==> src/rtl/instruction_fetch.sv <==
// Instruction-fetch stage: PC, ready-handshake imem reads, IF/ID register (PC+4, instruction).
// Define FETCH_STATS_EN to build the fetchCount/bubbleCount statistics counters.
module instruction_fetch #(
   parameter logic [31:0] RESET_VECTOR = 32'h0000_0000,
   parameter logic [31:0] NOP_WORD     = 32'h0000_0000
) (
   input  logic        clk,
   input  logic        reset,
   input  logic        pcWrite,
   input  logic        ifIdWrite,
   input  logic        branchTaken,
   input  logic [31:0] branchTarget,
   output logic        imemRead,
   output logic [31:0] imemAddress,
   input  logic        imemReady,
   input  logic [31:0] imemData,
   output logic [31:0] programCounterOut,
   output logic [31:0] instruction,
   output logic [31:0] fetchCount,
   output logic [31:0] bubbleCount
);

   localparam logic [1:0] BOOT  = 2'd0;
   localparam logic [1:0] FETCH = 2'd1;
   localparam logic [1:0] HOLD  = 2'd2;

   logic [1:0]  state_q, state_d;
   logic [31:0] pc_q, pc_d;
   logic [31:0] hold_q, hold_d;
   logic [31:0] pcOut_q, pcOut_d;
   logic [31:0] instr_q, instr_d;
   logic        fetchInc, bubbleInc;
   logic        stall;
   logic [31:0] target;

   assign stall       = !pcWrite || !ifIdWrite;
   assign target      = {branchTarget[31:2], 2'b00};
   assign imemRead    = (state_q == FETCH);
   assign imemAddress = pc_q;

   assign programCounterOut = pcOut_q;
   assign instruction       = instr_q;

   always_comb begin
      state_d   = state_q;
      pc_d      = pc_q;
      hold_d    = hold_q;
      pcOut_d   = pcOut_q;
      instr_d   = instr_q;
      fetchInc  = 1'b0;
      bubbleInc = 1'b0;
      if (branchTaken) begin
         // Redirect wins over stall and any transfer completing on this edge.
         pc_d      = target;
         pcOut_d   = target + 32'd4;
         instr_d   = NOP_WORD;
         hold_d    = '0;
         state_d   = FETCH;
         bubbleInc = 1'b1;
      end else begin
         case (state_q)
            BOOT: state_d = FETCH;
            FETCH: begin
               if (imemReady && !stall) begin
                  pcOut_d  = pc_q + 32'd4;
                  instr_d  = imemData;
                  pc_d     = pc_q + 32'd4;
                  fetchInc = 1'b1;
               end else if (imemReady) begin
                  hold_d  = imemData;
                  state_d = HOLD;
               end else if (!stall) begin
                  pcOut_d   = pc_q + 32'd4;
                  instr_d   = NOP_WORD;
                  bubbleInc = 1'b1;
               end
            end
            HOLD: begin
               if (!stall) begin
                  pcOut_d  = pc_q + 32'd4;
                  instr_d  = hold_q;
                  pc_d     = pc_q + 32'd4;
                  state_d  = FETCH;
                  fetchInc = 1'b1;
               end
            end
            default: state_d = BOOT;
         endcase
      end
   end

   always_ff @(posedge clk or posedge reset) begin
      if (reset) begin
         state_q <= BOOT;
         pc_q    <= RESET_VECTOR;
         hold_q  <= '0;
         pcOut_q <= RESET_VECTOR + 32'd4;
         instr_q <= NOP_WORD;
      end else begin
         state_q <= state_d;
         pc_q    <= pc_d;
         hold_q  <= hold_d;
         pcOut_q <= pcOut_d;
         instr_q <= instr_d;
      end
   end

`ifdef FETCH_STATS_EN
   logic [31:0] fetchCnt_q, bubbleCnt_q;

   always_ff @(posedge clk or posedge reset) begin
      if (reset) begin
         fetchCnt_q  <= '0;
         bubbleCnt_q <= '0;
      end else begin
         if (fetchInc)  fetchCnt_q  <= fetchCnt_q + 32'd1;
         if (bubbleInc) bubbleCnt_q <= bubbleCnt_q + 32'd1;
      end
   end

   assign fetchCount  = fetchCnt_q;
   assign bubbleCount = bubbleCnt_q;
`else
   logic unusedInc;
   assign unusedInc   = fetchInc ^ bubbleInc;
   assign fetchCount  = '0;
   assign bubbleCount = '0;
`endif

endmodule

==> config.mk <==
export PLATFORM = sky130hd
export DESIGN_NAME = instruction_fetch
export DESIGN_NICKNAME = d
export VERILOG_FILES = /design/src/rtl/instruction_fetch.sv
export SDC_FILE = /design/constraint.sdc
export NUM_CORES = 1
export LEC_CHECK = 0
export ABC_CLOCK_PERIOD_IN_PS = 11000
export CAP_MARGIN = 10
export CORE_ASPECT_RATIO = 0.5
export CORE_MARGIN = 2
export CORE_UTILIZATION = 50
export CTS_CLUSTER_DIAMETER = 120
export DETAILED_ROUTE_END_ITERATION = 10
export PLACE_DENSITY = 0.95
export SLEW_MARGIN = 15
export SYNTH_ARGS = -nofsm -noshare
export SYNTH_HDL_FRONTEND = slang
export SYNTH_SLANG_ARGS = --single-unit
==> constraint.sdc <==
create_clock -name clk -period 11 [get_ports clk]
set_input_delay 1.65 -clock clk [delete_from_list [all_inputs] [get_ports clk]]
set_output_delay 1.65 -clock clk [all_outputs]
set_load 0.01 [all_outputs]
==> results.cfg <==
[clocking]
h-tree-depth = 4
worstSkewPairLatency_ns = 0.42
hold_buffers = 0
clockBufferDepth = 2
clock_tree.root_cell = clkbuf_16
cts_sinks = 128
cts_tree = built
cts_buffers = 17
clkTransAtPathRegs_ns = 0.06
cts_setup_buffers = 0
cts-resized-gates = 0

[setup_path]
critPathLaunchType = primary input
crit_fanout = 10
crit_cells = 6
cp.arrival_ns = 4.34
cp_common_cell = nand4_1
worst-setup-path-type = primary input to flip-flop
crit_required_ns = 11.29
cp_top_family = simple AND/OR/NAND/NOR gates
path_cells = clkdlybuf4s50_1 -> nand4_1 -> nor4_2 -> nand4_1 -> xnor2_1 -> a221o_1
crit_slowest_cell = nor4_2
end_kind = flip-flop
slowest_delay_ns = 1.08
reg2regPathDepth = 6
critPathBufInv = 1

[hold_path]
whs_path_depth = 2
hold_path_class = flip-flop to flip-flop

[flow_run]
cap_viol_max_count = 0

[synth]
yosysTopAreaCell = dfrtp_1
synth.distinct_cells = 56
synth_xor_area_share_pct = 8.676
synth_cells = 839
synth_compound_area_share_pct = 16.59
ys_top_cells_by_area = dfrtp_1 43%, nand2_1 8.6%, buf_4 6.8%
synth-seq-cells = 128
synth_top_family_by_area = simple AND/OR/NAND/NOR gates
synthArstFlopShare_pct = 100.0
synthSimpleGateAreaFrac_pct = 19.80
synth_edf_count = 0
synth_fa_ha_area_share_pct = 0.3396
syn_area_mm2 = 0.007370
yosys_warnings = 0
yosysTopAreaCellShare_pct = 43.12
syn_area_per_cell_um2 = 8.784
synth_mux_area_share_pct = 0.9677
ys_seq_area_share_pct = 43.48
synth-main-ff-cell = dfrtp_1

[sta]
tightest_slew_ns = 1.206
fin_hold_ws_ns = 0.4723
period_share_pct = 36.79
rsz0062_at_grt = no
hold_violations = 0
skew_ns = 0.007389
slew_headroom_pct = 18.95
period_needed_ns = 4.047
finalSetupViolCount = 0
tns_ns = 0
finalMaxSlewViolations = 0
timing.fmax_mhz = 247.1

[global_routing]
overflow = 0
antenna_found_initial = 0
grt_usage_pct = 27.18
grt_max_degree = 87
grt_pass1_wl_um = 34490
grt_pass1_vias = 6627

[placed_design]
dp_hpwl_um = 14590
gp_congestion = 0.8985
io_buffers = 162

[pwr]
p_per_area_mw_per_mm2 = 142.4
p_leak_nw = 3.750
total_power_mw = 1.340
ir_drop_v = 0.0001363

[floorplan]
rows = 31
die_w_um = 175.7
ioPinCount = 231
die_y_um = 89.85
initial_core_util_pct = 51.08
coreArea_mm2 = 0.01443
dieArea_mm2 = 0.01578

[route]
drc = 0
drt-pass1-iter-count = 6
drtIter0Drc = 821
antenna_left = 0
wl_per_cell_um = 18.11
dr_total_vias = 6967
via_per_inst = 5.869
routed_wl_um = 21500

[run_status]
status = complete, no violations

[cells_and_area]
fillCellCount = 1076
syn2layout_area_growth_pct = 27.71
regArea_mm2 = 0.003204
fin_nets = 1048
drive_gt1_share_pct = 6.168
diodes = 0
multi_input_area_mm2 = 0.003690
final_core_util_pct = 65.23
==> tightest hold or removal path: stages, from the launching register on <==
cell     delay, ns
dfstp_2       0.38
nand2_1       0.05
nand2_1       0.04
==> flip-flops by register name (all words and copies together) (netlist names) <==
signal             flops
imemAddress           30
state_q                2
instruction           32
hold_q                32
programCounterOut     32
==> layer usage <==
metal  part of all wire (%)  track usage, %  wire length, µm
met1                     39           35.31             8460
met2                     47           43.73            10170
met3                    9.8           5.795             2099
met4                    3.6           12.67              775
met5                      0               0                0
==> power breakdown <==
group | switching (mW) | total [mW] | internal (mW)
Sequential | 0.0411 | 0.549 | 0.508
Combinational | 0.134 | 0.250 | 0.116
Clock | 0.219 | 0.541 | 0.322
Total | 0.394 | 1.34 | 0.946
==> logic make-up (layout without fill, tap and decap cells) <==
| group | after synthesis | in the layout |
|---|---|---|
| simple gates | 308 | 308 |
| compound gates | 199 | 199 |
| flops | 128 | 128 |
| buf+inv | 121 | 206 |
| xor+xnor | 73 | 73 |
| mux | 7 | 7 |
| fa+ha+maj | 2 | 2 |
| other cells | 1 | 66 |
==> area by class of cell <==
cell class	instances	share of cell area, %
clock buffers	19	4.813
clock inverters	13	1.196
inverters	3	0.1462
multi-input cells	655	39.20
flip-flops and latches	128	34.05
well taps	198	2.632
repair buffers	171	17.96
==> layout by cell type, fill, tap and decap left out, types with 3 or more instances in the layout <==
cell / Yosys / final
nor2_1: 22 / 21
nor3_1: 13 / 13
nand4_1: 23 / 23
nor4_1: 8 / 8
buf_4: 67 / 9
or3_1: 6 / 6
nand2_1: 169 / 169
clkbuf_16: 0 / 17
clkdlybuf4s50_1: 0 / 161
and3_1: 9 / 8
conb_1: 1 / 66
clkinvlp_4: 0 / 3
o22a_1: 3 / 3
and2_1: 5 / 5
o21ai_0: 79 / 79
a22oi_1: 42 / 42
a211oi_1: 5 / 5
nand2b_1: 6 / 6
and4_1: 6 / 6
xnor2_1: 33 / 33
a21oi_1: 42 / 41
a221o_1: 8 / 8
xor2_1: 40 / 40
clkinv_2: 0 / 5
mux2i_1: 6 / 6
o221ai_1: 4 / 4
nand3_1: 26 / 26
dfrtp_1: 127 / 127
==> stage by stage <==
step / setup WS (ns) / cells / cell area, µm²
detailed placement: 6.667 / 1155 / 8841
CTS: 7.072 / 1187 / 9407
global route: 6.851 / 1187 / 9412
floorplan: 5.939 / 904 / 7614
finish: 6.953 / 1187 / 9412
global placement: 6.676 / 1155 / 8841
==> path summary, 6_finish.rpt <==
kind / end / slack [ns] / from
min in group asynchronous: programCounterOut[1]$_DFFE_PP0P_ / 1.64 / reset
hold / removal: programCounterOut[2]$_DFFE_PP1P_ / 0.47 / programCounterOut[2]$_DFFE_PP1P_
hold reg to reg: programCounterOut[2]$_DFFE_PP1P_ / 0.47 / programCounterOut[2]$_DFFE_PP1P_
max in group asynchronous: imemAddress[4]$_DFFE_PP0P_ / 8.17 / reset
setup / recovery: programCounterOut[31]$_DFFE_PP0P_ / 6.95 / branchTarget[4]
setup reg to reg: programCounterOut[30]$_DFFE_PP0P_ / 8.37 / imemAddress[2]$_DFFE_PP0P_
==> cell usage after synthesis (2+ instances only) <==
cell type  number
a211oi_1        5
a21oi_1        42
a221o_1         8
a22oi_1        42
a31oi_1         2
and2_1          5
and3_1          9
and4_1          6
buf_2           4
buf_4          67
buf_6           4
clkbuf_1       40
clkbuf_2        3
dfrtp_1       127
ha_1            2
inv_1           3
mux2i_1         6
nand2_1       169
nand2b_1        6
nand3_1        26
nand4_1        23
nand4_2         2
nor2_1         22
nor2b_1         2
nor3_1         13
nor4_1          8
nor4_2          2
o21ai_0        79
o21ai_1         2
o221ai_1        4
o22a_1          3
o22ai_1         2
or3_1           6
or4_1           2
xnor2_1        33
xor2_1         40
No activity file was read; power rests on OpenSTA's default activity.
